$ cat src/rtl/vram_arbiter_pkg.sv
// vram_pkg: owner/tag types and default widths shared by the VRAM arbiter slice.
package vram_pkg;
    localparam int VRAM_ADDR_W = 17;
    localparam int VRAM_DATA_W = 8;
    localparam int VRAM_RD_LAT = 3;
    typedef enum logic [1:0] {OWN_NONE, OWN_DISP, OWN_DRW} owner_e;
    typedef struct packed {
        owner_e owner;
        logic   is_read;
    } tag_t;
endpackage

$ cat src/rtl/vram_arbiter_if.sv
// vram_arbiter_if: display, draw-engine and RAM-side signals of the VRAM arbiter.
interface vram_arbiter_if #(
    parameter int ADDR_W = vram_pkg::VRAM_ADDR_W,
    parameter int DATA_W = vram_pkg::VRAM_DATA_W
);
    logic              disp_req;
    logic [ADDR_W-1:0] disp_addr;
    logic [DATA_W-1:0] disp_data;
    logic              disp_valid;
    logic              drw_valid;
    logic              drw_ready;
    logic              drw_we;
    logic [ADDR_W-1:0] drw_addr;
    logic [DATA_W-1:0] drw_wdata;
    logic [DATA_W-1:0] drw_rdata;
    logic              drw_rvalid;
    logic              drw_starve;
    logic              drw_starve_clr;
    logic              ram_en;
    logic              ram_we;
    logic [ADDR_W-1:0] ram_addr;
    logic [DATA_W-1:0] ram_wdata;
    logic [DATA_W-1:0] ram_rdata;
    modport slave (
        input  disp_req, disp_addr, drw_valid, drw_we, drw_addr, drw_wdata, drw_starve_clr, ram_rdata,
        output disp_data, disp_valid, drw_ready, drw_rdata, drw_rvalid, drw_starve,
        output ram_en, ram_we, ram_addr, ram_wdata
    );
    modport master (
        output disp_req, disp_addr, drw_valid, drw_we, drw_addr, drw_wdata, drw_starve_clr, ram_rdata,
        input  disp_data, disp_valid, drw_ready, drw_rdata, drw_rvalid, drw_starve,
        input  ram_en, ram_we, ram_addr, ram_wdata
    );
endinterface

$ cat src/rtl/vram_arbiter_return_pipe.sv
// vram_return_pipe: tracks each RAM access through the read latency and steers the
// returned word to the display or draw port.
module vram_return_pipe
    import vram_pkg::*;
#(
    parameter int DATA_W = VRAM_DATA_W
) (
    input  logic              clk,
    input  logic              rst,
    input  tag_t              tag,
    input  logic [DATA_W-1:0] ram_rdata,
    output logic [DATA_W-1:0] disp_data,
    output logic              disp_valid,
    output logic [DATA_W-1:0] drw_rdata,
    output logic              drw_rvalid
);
    tag_t t0, t1;
    logic disp_hit, drw_hit;
    always_comb begin
        disp_hit = t1.owner == OWN_DISP && t1.is_read;
        drw_hit  = t1.owner == OWN_DRW && t1.is_read;
    end
    // t0 rides alongside the RAM strobe, t1 alongside the RAM read data
    always_ff @(posedge clk) begin
        if (!rst) begin
            t0         <= '0;
            t1         <= '0;
            disp_valid <= 1'b0;
            drw_rvalid <= 1'b0;
            disp_data  <= '0;
            drw_rdata  <= '0;
        end else begin
            t0         <= tag;
            t1         <= t0;
            disp_valid <= disp_hit;
            drw_rvalid <= drw_hit;
            if (disp_hit) disp_data <= ram_rdata;
            if (drw_hit) drw_rdata <= ram_rdata;
        end
    end
endmodule

$ cat src/rtl/vram_arbiter.sv
// vram_arbiter: fixed-priority sharing of one pixel RAM between VGA scanout and the
// drawing engine, with a sticky flag for a starved drawer.
module vram_arbiter
    import vram_pkg::*;
#(
    parameter int ADDR_W     = VRAM_ADDR_W,
    parameter int DATA_W     = VRAM_DATA_W,
    parameter int STARVE_LIM = 1024
) (
    input logic          clk,
    input logic          rst,
    vram_arbiter_if.slave bus
);
    logic              drw_win, stall;
    logic [ADDR_W-1:0] addr_sel;
    logic [15:0]       stall_cnt, stall_nxt;
    tag_t              tag;
    assign bus.drw_ready = !bus.disp_req;
    always_comb begin
        drw_win     = bus.drw_valid && !bus.disp_req;
        stall       = bus.drw_valid && bus.disp_req;
        addr_sel    = bus.disp_req ? bus.disp_addr : bus.drw_addr;
        tag.owner   = bus.disp_req ? OWN_DISP : drw_win ? OWN_DRW : OWN_NONE;
        tag.is_read = bus.disp_req || !bus.drw_we;
        stall_nxt   = (bus.drw_starve_clr || !stall) ? '0 : stall_cnt + 16'(stall_cnt != '1);
    end
    always_ff @(posedge clk) begin
        if (!rst) begin
            bus.ram_en     <= 1'b0;
            bus.ram_we     <= 1'b0;
            bus.ram_addr   <= '0;
            bus.ram_wdata  <= '0;
            bus.drw_starve <= 1'b0;
            stall_cnt      <= '0;
        end else begin
            bus.ram_en     <= bus.disp_req || bus.drw_valid;
            bus.ram_we     <= drw_win && bus.drw_we;
            bus.ram_addr   <= addr_sel;
            bus.ram_wdata  <= bus.drw_wdata;
            stall_cnt      <= stall_nxt;
            bus.drw_starve <= !bus.drw_starve_clr && (bus.drw_starve || stall_nxt >= 16'(STARVE_LIM));
        end
    end
    vram_return_pipe #(.DATA_W(DATA_W)) u_ret (
        .clk       (clk),
        .rst       (rst),
        .tag       (tag),
        .ram_rdata (bus.ram_rdata),
        .disp_data (bus.disp_data),
        .disp_valid(bus.disp_valid),
        .drw_rdata (bus.drw_rdata),
        .drw_rvalid(bus.drw_rvalid)
    );
endmodule

$ cat src/flat_wrapper.sv
// flat-port wrapper written by rule: the top's interface ports become plain ports
module vram_arbiter_flat import vram_pkg::*;
#(
    parameter int ADDR_W     = VRAM_ADDR_W,
    parameter int DATA_W     = VRAM_DATA_W,
    parameter int STARVE_LIM = 1024
)
  (clk, rst, bus_disp_req, bus_disp_addr, bus_drw_valid, bus_drw_we, bus_drw_addr, bus_drw_wdata, bus_drw_starve_clr, bus_ram_rdata, bus_disp_data, bus_disp_valid, bus_drw_ready, bus_drw_rdata, bus_drw_rvalid, bus_drw_starve, bus_ram_en, bus_ram_we, bus_ram_addr, bus_ram_wdata);
  vram_arbiter_if #(.ADDR_W(ADDR_W), .DATA_W(DATA_W)) bus_i ();
  input logic clk;
  input logic rst;
  input wire logic [$bits(bus_i.disp_req)-1:0] bus_disp_req;
  input wire logic [$bits(bus_i.disp_addr)-1:0] bus_disp_addr;
  input wire logic [$bits(bus_i.drw_valid)-1:0] bus_drw_valid;
  input wire logic [$bits(bus_i.drw_we)-1:0] bus_drw_we;
  input wire logic [$bits(bus_i.drw_addr)-1:0] bus_drw_addr;
  input wire logic [$bits(bus_i.drw_wdata)-1:0] bus_drw_wdata;
  input wire logic [$bits(bus_i.drw_starve_clr)-1:0] bus_drw_starve_clr;
  input wire logic [$bits(bus_i.ram_rdata)-1:0] bus_ram_rdata;
  output wire logic [$bits(bus_i.disp_data)-1:0] bus_disp_data;
  output wire logic [$bits(bus_i.disp_valid)-1:0] bus_disp_valid;
  output wire logic [$bits(bus_i.drw_ready)-1:0] bus_drw_ready;
  output wire logic [$bits(bus_i.drw_rdata)-1:0] bus_drw_rdata;
  output wire logic [$bits(bus_i.drw_rvalid)-1:0] bus_drw_rvalid;
  output wire logic [$bits(bus_i.drw_starve)-1:0] bus_drw_starve;
  output wire logic [$bits(bus_i.ram_en)-1:0] bus_ram_en;
  output wire logic [$bits(bus_i.ram_we)-1:0] bus_ram_we;
  output wire logic [$bits(bus_i.ram_addr)-1:0] bus_ram_addr;
  output wire logic [$bits(bus_i.ram_wdata)-1:0] bus_ram_wdata;
  assign bus_i.disp_req = bus_disp_req;
  assign bus_i.disp_addr = bus_disp_addr;
  assign bus_i.drw_valid = bus_drw_valid;
  assign bus_i.drw_we = bus_drw_we;
  assign bus_i.drw_addr = bus_drw_addr;
  assign bus_i.drw_wdata = bus_drw_wdata;
  assign bus_i.drw_starve_clr = bus_drw_starve_clr;
  assign bus_i.ram_rdata = bus_ram_rdata;
  assign bus_disp_data = bus_i.disp_data;
  assign bus_disp_valid = bus_i.disp_valid;
  assign bus_drw_ready = bus_i.drw_ready;
  assign bus_drw_rdata = bus_i.drw_rdata;
  assign bus_drw_rvalid = bus_i.drw_rvalid;
  assign bus_drw_starve = bus_i.drw_starve;
  assign bus_ram_en = bus_i.ram_en;
  assign bus_ram_we = bus_i.ram_we;
  assign bus_ram_addr = bus_i.ram_addr;
  assign bus_ram_wdata = bus_i.ram_wdata;
  vram_arbiter #(.ADDR_W(ADDR_W), .DATA_W(DATA_W), .STARVE_LIM(STARVE_LIM)) u_core (.clk(clk), .rst(rst), .bus(bus_i));
endmodule
$ cat config.mk
export PLATFORM = sky130hd
export DESIGN_NAME = vram_arbiter_flat
export DESIGN_NICKNAME = d
export VERILOG_FILES = /design/src/rtl/vram_arbiter_pkg.sv /design/src/rtl/vram_arbiter_if.sv /design/src/rtl/vram_arbiter_return_pipe.sv /design/src/rtl/vram_arbiter.sv /design/src/flat_wrapper.sv
export SDC_FILE = /design/constraint.sdc
export NUM_CORES = 1
export LEC_CHECK = 0
export CAP_MARGIN = 20
export CORE_AREA = 5 5 97 99
export DETAILED_ROUTE_END_ITERATION = 6
export DIE_AREA = 0 0 102 104
export PLACE_DENSITY = 0.64
export SETUP_SLACK_MARGIN = 0.3
export SYNTH_ARGS = -nofsm -noshare
export SYNTH_HDL_FRONTEND = slang
export SYNTH_SLANG_ARGS = --single-unit
$ cat constraint.sdc
create_clock -name clk -period 3.7 [get_ports clk]
set_input_delay 0.555 -clock clk [delete_from_list [all_inputs] [get_ports clk]]
set_output_delay 0.555 -clock clk [all_outputs]
set_load 0.01 [all_outputs]
==> run_results.csv, run 1 <==
group,metric,value,unit
status,status,"finished clean",
cts,htree_levels,3,
die,start_util,0.291,
pwr,finalPower,1580,uW
pwr,combPwrFrac,0.100,
worst_hold_path,worstHoldPathType,"flop to flop",
pwr,power_leakage,0.00161,uW
layout,final_area,3800,um^2
global_route,antenna_found_initial,0,
cts,cts_buffers,9,
timing,worst_slew_pin_slew,0.589,ns
die,core_area,8470,um^2
run,cap_violations,0,
timing,holdWs,0.428,ns
layout,final_core_util,0.449,
synthesis,netlist_area,2470,um^2
timing,finalCritPeriodShare,0.700,
die,placementRows,34,
worst_setup_path,crit_type,"flop to flop",
place,place_congestion,0.729,
worst_setup_path,cp_data_required_time,3.90,ns
synthesis,avgSynthCellArea,10.4,um^2
global_route,grt_pass1_vias,2002,
timing,setup_viol_count_final,0,
timing,max_slew_margin,0.606,
synthesis,yosysTopAreaCell,"dfxtp_1",
layout,final_common_cell,"clkdlybuf4s50_1",
route,antenna_left,0,
worst_hold_path,holdPathStages,1,
worst_setup_path,slowest_stage,"dfxtp_1",
die,die_h,104,um
timing,fmax,0.386,GHz
route,viasPerCell,4.40,
timing,maxSlewViolCount,0,
global_route,grt_max_degree,29,
layout,drive_above_1_share,0.0692,
pwr,seqPwrFrac,0.483,
route,routed_wirelength,5800,um
timing,rsz0062_at_grt,"false",
cts,insertion_delay,0.34,ns
global_route,gr-total-overflow,0,
die,ios,103,
layout,diodes,0,
timing,clock_skew,0.00898,ns
synthesis,ys_ff_latch,68,
cts,post_cts.repair.setup_buffers,0,
worst_setup_path,r2r_end,"u_core.bus.drw_starve$_SDFF_PN0_",
worst_setup_path,regToRegSetupSlack,1.11,ns
worst_setup_path,arrival,2.79,ns
place,dpl.hpwl,4350,um
synthesis,synth_edf_count,0,
die,die_width,102,um
worst_setup_path,regToRegStartpoint,"u_core.stall_cnt[6]$_SDFF_PN0_",
pwr,p_per_area,414,nW/um^2
synthesis,yosysTopAreaCellShare,0.552,
layout,nNetsFinal,401,
synthesis,synthDistinctLibCells,31,
cts,hold_buffers,0,
layout,layout_common_cells,"102 x clkdlybuf4s50_1, 68 x dfxtp_1, 51 x nor2_1",
route,drt-wirelength-per-cell,12.7,um
worst_setup_path,crit_fanout,6,
cts,cts_tree,"yes",
layout,area_delta_synth_final,54.1,%
global_route,grt_pass1_wl,9430,um
pwr,power_switching_share,0.214,
synthesis,synth_nets,296,
pwr,switchingPower,338,uW
place,dpl_cell_area,3590,um^2
cts,root_buffer,"clkbuf_8",
pwr,internal_power,1240,uW
cts,post_cts_resize_count,0,
cts,cts.sinks,68,
route,drc,0,
synthesis,yosysWarningCount,0,
synthesis,netlist_top_cells_area,"dfxtp_1 55%, mux2i_1 14%, nor2_1 7.8%",
worst_hold_path,hold_start,"u_core.u_ret.t0[0]$_SDFF_PN0_",
cts,path_clk_slew,0.08,ns
synthesis,syn_inst,237,
worst_setup_path,cpPeakStageDelay,0.40,ns
place,io_buffers,102,
route,drtIter0Drc,76,
timing,hold_viol,0,
worst_hold_path,min_to,"u_core.u_ret.t1[0]$_SDFF_PN0_",
route,vias,2002,
timing,finalWorstPathRequiredPeriod,2.59,ns
timing,setup_tns,0,ns
cts,clockBufferDepth,2,
worst_setup_path,cp-start-kind,"flop",
pwr,ir_worst_vdd,0.000140,V
worst_setup_path,path_cells,"and4_1, nand4_1, or2_2, ha_1, and2_2, and4_4, or4_1, a21boi_1, o32ai_1",
synthesis,async_reset_ff_frac,0,
worst_setup_path,r2r_cells,9,
synthesis,synthFlopType,"dfxtp_1",
pwr,clock_power_share,0.418,
worst_setup_path,cp-end-kind,"flop",
route,first_pass_iters,4,
global_route,track_usage,0.114,
synthesis,seq_area_frac_synth,0.552,
die,fp.dieArea,10600,um^2
-- power by group through the flow --
stage	logic [uW]	clock network (uW)	registers, uW
final	157	658	760
after CTS	160	683	761
after global routing	170	720	762
after detailed placement	160	0	778
after floorplan	39.9	0	788
after global placement	159	0	777
-- cell type report --
class / count / area (um^2)
fill: 793 / 4660
sequential: 68 / 1360
timing repair buffer: 105 / 1040
multi-input combinational: 156 / 1040
tap: 108 / 135
clock buffer: 10 / 128
clock inverter: 6 / 87.6
inverter: 2 / 7.51
-- metrics by stage --
step	instances	setup slack, ns
6_report	455	1.11
5_1_grt	455	0.959
4_1_cts	455	1.12
3_5_place_dp	439	1.13
3_3_place_gp	439	1.18
2_1_floorplan	237	1.29
-- cell usage after synthesis (all sizes together), types with 4 or more instances --
cell type and number:
dfxtp 68, nand4 6, nand2 5, xor2 10
mux2i 34, clkbuf 7, nor2 51, and2 17
nand3 5, buf 4, and3 5
-- worst max-delay path, delay by kind of cell, from the launching register on --
family | cells | cell delay [ns]
flip-flops | 1 | 0.40
adder cells (fa/ha/maj) | 1 | 0.22
AO/OA/AOI/OAI | 2 | 0.25
AND/OR/NAND/NOR | 6 | 1.61
-- sequential cells by signal (all words and copies together), names as in the netlist --
register / flops
u_core.bus.ram_addr: 17
u_core.stall_cnt: 16
u_core.bus.ram_wdata: 8
u_core.u_ret.disp_data: 8
u_core.u_ret.drw_rdata: 8
u_core.u_ret.t0: 3
u_core.u_ret.t1: 3
u_core.bus.drw_starve: 1
u_core.bus.ram_en: 1
u_core.bus.ram_we: 1
u_core.u_ret.disp_valid: 1
u_core.u_ret.drw_rvalid: 1
-- logic make-up (layout without fill, tap and decap cells) --
group / Yosys count / count (layout) / synth area share
XOR/XNOR: 13 / 13 / 0.0461
multiplexers: 34 / 34 / 0.138
AO/OA/AOI/OAI: 6 / 6 / 0.0193
adder cells (fa/ha/maj): 3 / 3 / 0.0152
AND/OR/NAND/NOR: 100 / 100 / 0.203
flip-flops: 68 / 68 / 0.552
buffers and inverters: 13 / 123 / 0.0269
-- worst max path at each step --
stage	from	end	slack [ns]	cells past startpoint
after floorplan	u_core.stall_cnt[2]$_SDFF_PN0_	u_core.bus.drw_starve$_SDFF_PN0_	1.29	10
after global placement	u_core.stall_cnt[6]$_SDFF_PN0_	u_core.bus.drw_starve$_SDFF_PN0_	1.18	9
after detailed placement	u_core.stall_cnt[6]$_SDFF_PN0_	u_core.bus.drw_starve$_SDFF_PN0_	1.13	9
after CTS	u_core.stall_cnt[6]$_SDFF_PN0_	u_core.bus.drw_starve$_SDFF_PN0_	1.12	9
after global routing	u_core.stall_cnt[6]$_SDFF_PN0_	u_core.bus.drw_starve$_SDFF_PN0_	0.96	9
final	u_core.stall_cnt[6]$_SDFF_PN0_	u_core.bus.drw_starve$_SDFF_PN0_	1.11	9
-- per-layer routing --
layer,global-route usage,share of wire
met1,0.123,0.40
met2,0.179,0.46
met3,0.0664,0.12
met4,0.0506,0.013
met5,0,0
Note: power is estimated with default switching activity, not from simulation.
==> run 2, diff against run 1 <==
==> constraint.sdc (replaced) <==
create_clock -name clk -period 2.5 [get_ports clk]
set_input_delay 0.375 -clock clk [delete_from_list [all_inputs] [get_ports clk]]
set_output_delay 0.375 -clock clk [all_outputs]
set_load 0.01 [all_outputs]
==> run 2 against run 1 <==
  * Wire length up 5.3%
  * Sequential cell count unchanged
  * Count of clock-buffer cells in the layout down 1
  * Die area unchanged
  * Final cell count up 2.0%
  * Clock power up 37%
  * Critical endpoint unchanged
  * Largest cell class unchanged
  * Highest routed layer unchanged
==> run_results.csv, run 2 (synthesis gave the netlist of run 1 again) <==
group,metric,value,unit
global_route,gr-total-overflow,0,
cts,root_buffer,"clkbuf_8",
cts,htree_levels,3,
pwr,seqPwrFrac,0.497,
timing,rsz0062_at_grt,"true",
layout,largest-register,"u_core.bus.ram_addr",
layout,diodes,0,
pwr,power_leakage,0.00165,uW
route,first_pass_iters,4,
status,status,"finished clean",
timing,holdWs,0.433,ns
worst_setup_path,slowest_stage,"dfxtp_2",
worst_setup_path,crit_fanout,6,
global_route,grt_max_degree,34,
global_route,grt_pass1_wl,9970,um
die,die_h,104,um
layout,largest_reg_flops,17,
global_route,track_usage,0.119,
die,ios,103,
cts,cts_tree,"yes",
die,core_area,8470,um^2
worst_setup_path,cp-start-kind,"flop",
pwr,p_per_area,576,nW/um^2
place,dpl.hpwl,4340,um
route,drtIter0Drc,77,
cts,insertion_delay,0.34,ns
cts,cts.sinks,68,
layout,drive_above_1_share,0.143,
timing,setup_viol_count_final,0,
pwr,ir_worst_vdd,0.000270,V
timing,finalWorstPathRequiredPeriod,2.23,ns
worst_setup_path,cp_data_required_time,2.70,ns
pwr,clock_power_share,0.399,
timing,clock_skew,0.00753,ns
worst_setup_path,arrival,2.43,ns
die,die_width,102,um
route,antenna_left,0,
timing,maxSlewViolCount,0,
layout,nNetsFinal,410,
route,drt-wirelength-per-cell,13.2,um
worst_hold_path,worstHoldPathType,"flop to flop",
global_route,antenna_found_initial,0,
route,vias,2017,
worst_setup_path,cp-end-kind,"flop",
pwr,power_switching_share,0.233,
die,fp.dieArea,10600,um^2
place,dpl_cell_area,3620,um^2
die,placementRows,34,
global_route,grt_pass1_vias,2112,
worst_setup_path,path_cells,"and3_4, nand4_1, or2_4, ha_4, and2_4, and4_4, or4_1, a21boi_1, o32ai_1",
pwr,switchingPower,526,uW
place,place_congestion,0.794,
cts,cts_buffers,9,
run,cap_violations,0,
place,io_buffers,102,
layout,largestRegisters,"u_core.bus.ram_addr: 17 flops, u_core.stall_cnt: 16 flops",
timing,hold_viol,0,
pwr,internal_power,1730,uW
layout,final_common_cell,"clkdlybuf4s50_1",
cts,path_clk_slew,0.07,ns
layout,final_core_util,0.463,
worst_setup_path,crit_type,"flop to flop",
pwr,finalPower,2260,uW
timing,setup_tns,0,ns
timing,worst_slew_pin_slew,0.603,ns
layout,final_area,3920,um^2
worst_setup_path,cpPeakStageDelay,0.39,ns
die,start_util,0.291,
route,routed_wirelength,6110,um
layout,area_delta_synth_final,58.8,%
route,drc,0,
timing,finalCritPeriodShare,0.892,
cts,clockBufferDepth,2,
timing,max_slew_margin,0.597,
timing,fmax,0.449,GHz
pwr,combPwrFrac,0.104,
layout,layout_common_cells,"102 x clkdlybuf4s50_1, 57 x dfxtp_1, 51 x nor2_1",
route,viasPerCell,4.35,
-- run 2: cell types whose count changed in the layout (fill, tap and decap cells not counted), moves of 2 or more --
cell / delta
dfxtp_1: -11
buf_4: +9
dfxtp_2: +9
clkinv_4: +3
and2_4: +2
and3_1: -2
and3_4: +2
dfxtp_4: +2
ha_1: -2
ha_4: +2
-- run 2: critical path: cells and delay by family, from the launching register on --
kind,cells,cell delay (ns)
AND/OR/NAND/NOR,6,1.29
flip-flops,1,0.39
AO/OA/AOI/OAI,2,0.24
adder cells (fa/ha/maj),1,0.17
-- run 2: power groups by stage --
| stage | Clock (uW) | Sequential [uW] | Combinational, uW |
|---|---|---|---|
| 6_report | 900 | 1120 | 235 |
| 5_1_grt | 991 | 1130 | 255 |
| 4_1_cts | 939 | 1120 | 240 |
| 3_5_place_dp | 0 | 1150 | 238 |
| 3_3_place_gp | 0 | 1150 | 236 |
| 2_1_floorplan | 0 | 1170 | 59.4 |
-- run 2: layout make-up --
| cell class | count | area, um^2 |
|---|---|---|
| fill | 818 | 4550 |
| clock inverter | 7 | 77.6 |
| timing repair buffer | 114 | 1110 |
| sequential | 68 | 1380 |
| multi-input combinational | 156 | 1080 |
| clock buffer | 9 | 124 |
| inverter | 2 | 7.51 |
| tap | 108 | 135 |
-- run 2: metal layers --
layer / GRT usage / part of all wire / up-vias
li1: - / - / 1017
met1: 0.131 / 0.40 / 918
met2: 0.189 / 0.47 / 73
met3: 0.0516 / 0.10 / 9
met4: 0.0656 / 0.022 / 0
met5: 0 / 0 / -
-- run 2: final timing paths --
kind                                       to  cells after the start  slack, ns                       startpoint
min reg2reg     u_core.u_ret.t1[2]$_SDFF_PN0_                      1       0.43    u_core.u_ret.t0[2]$_SDFF_PP0_
min             u_core.u_ret.t1[2]$_SDFF_PN0_                      1       0.43    u_core.u_ret.t0[2]$_SDFF_PP0_
max reg2reg  u_core.bus.drw_starve$_SDFF_PN0_                      9       0.27  u_core.stall_cnt[13]$_SDFF_PN0_
max          u_core.bus.drw_starve$_SDFF_PN0_                      9       0.27  u_core.stall_cnt[13]$_SDFF_PN0_
-- run 2: stage by stage --
step | worst slack (ns) | instances
finish | 0.271 | 464
global route | 0.0914 | 464
CTS | 0.301 | 460
detailed placement | 0.152 | 440
global placement | 0.220 | 440
floorplan | 0.343 | 237
-- run 2: repair_timing --
item                                    4_1_cts  5_1_grt
endpoints found under the setup margin        1        1
pin swaps                                     3        7
resized for setup                             8        7
endpoints found under the hold margin         0        0
setup buffers                                 4        4
hold buffers                                  0        0
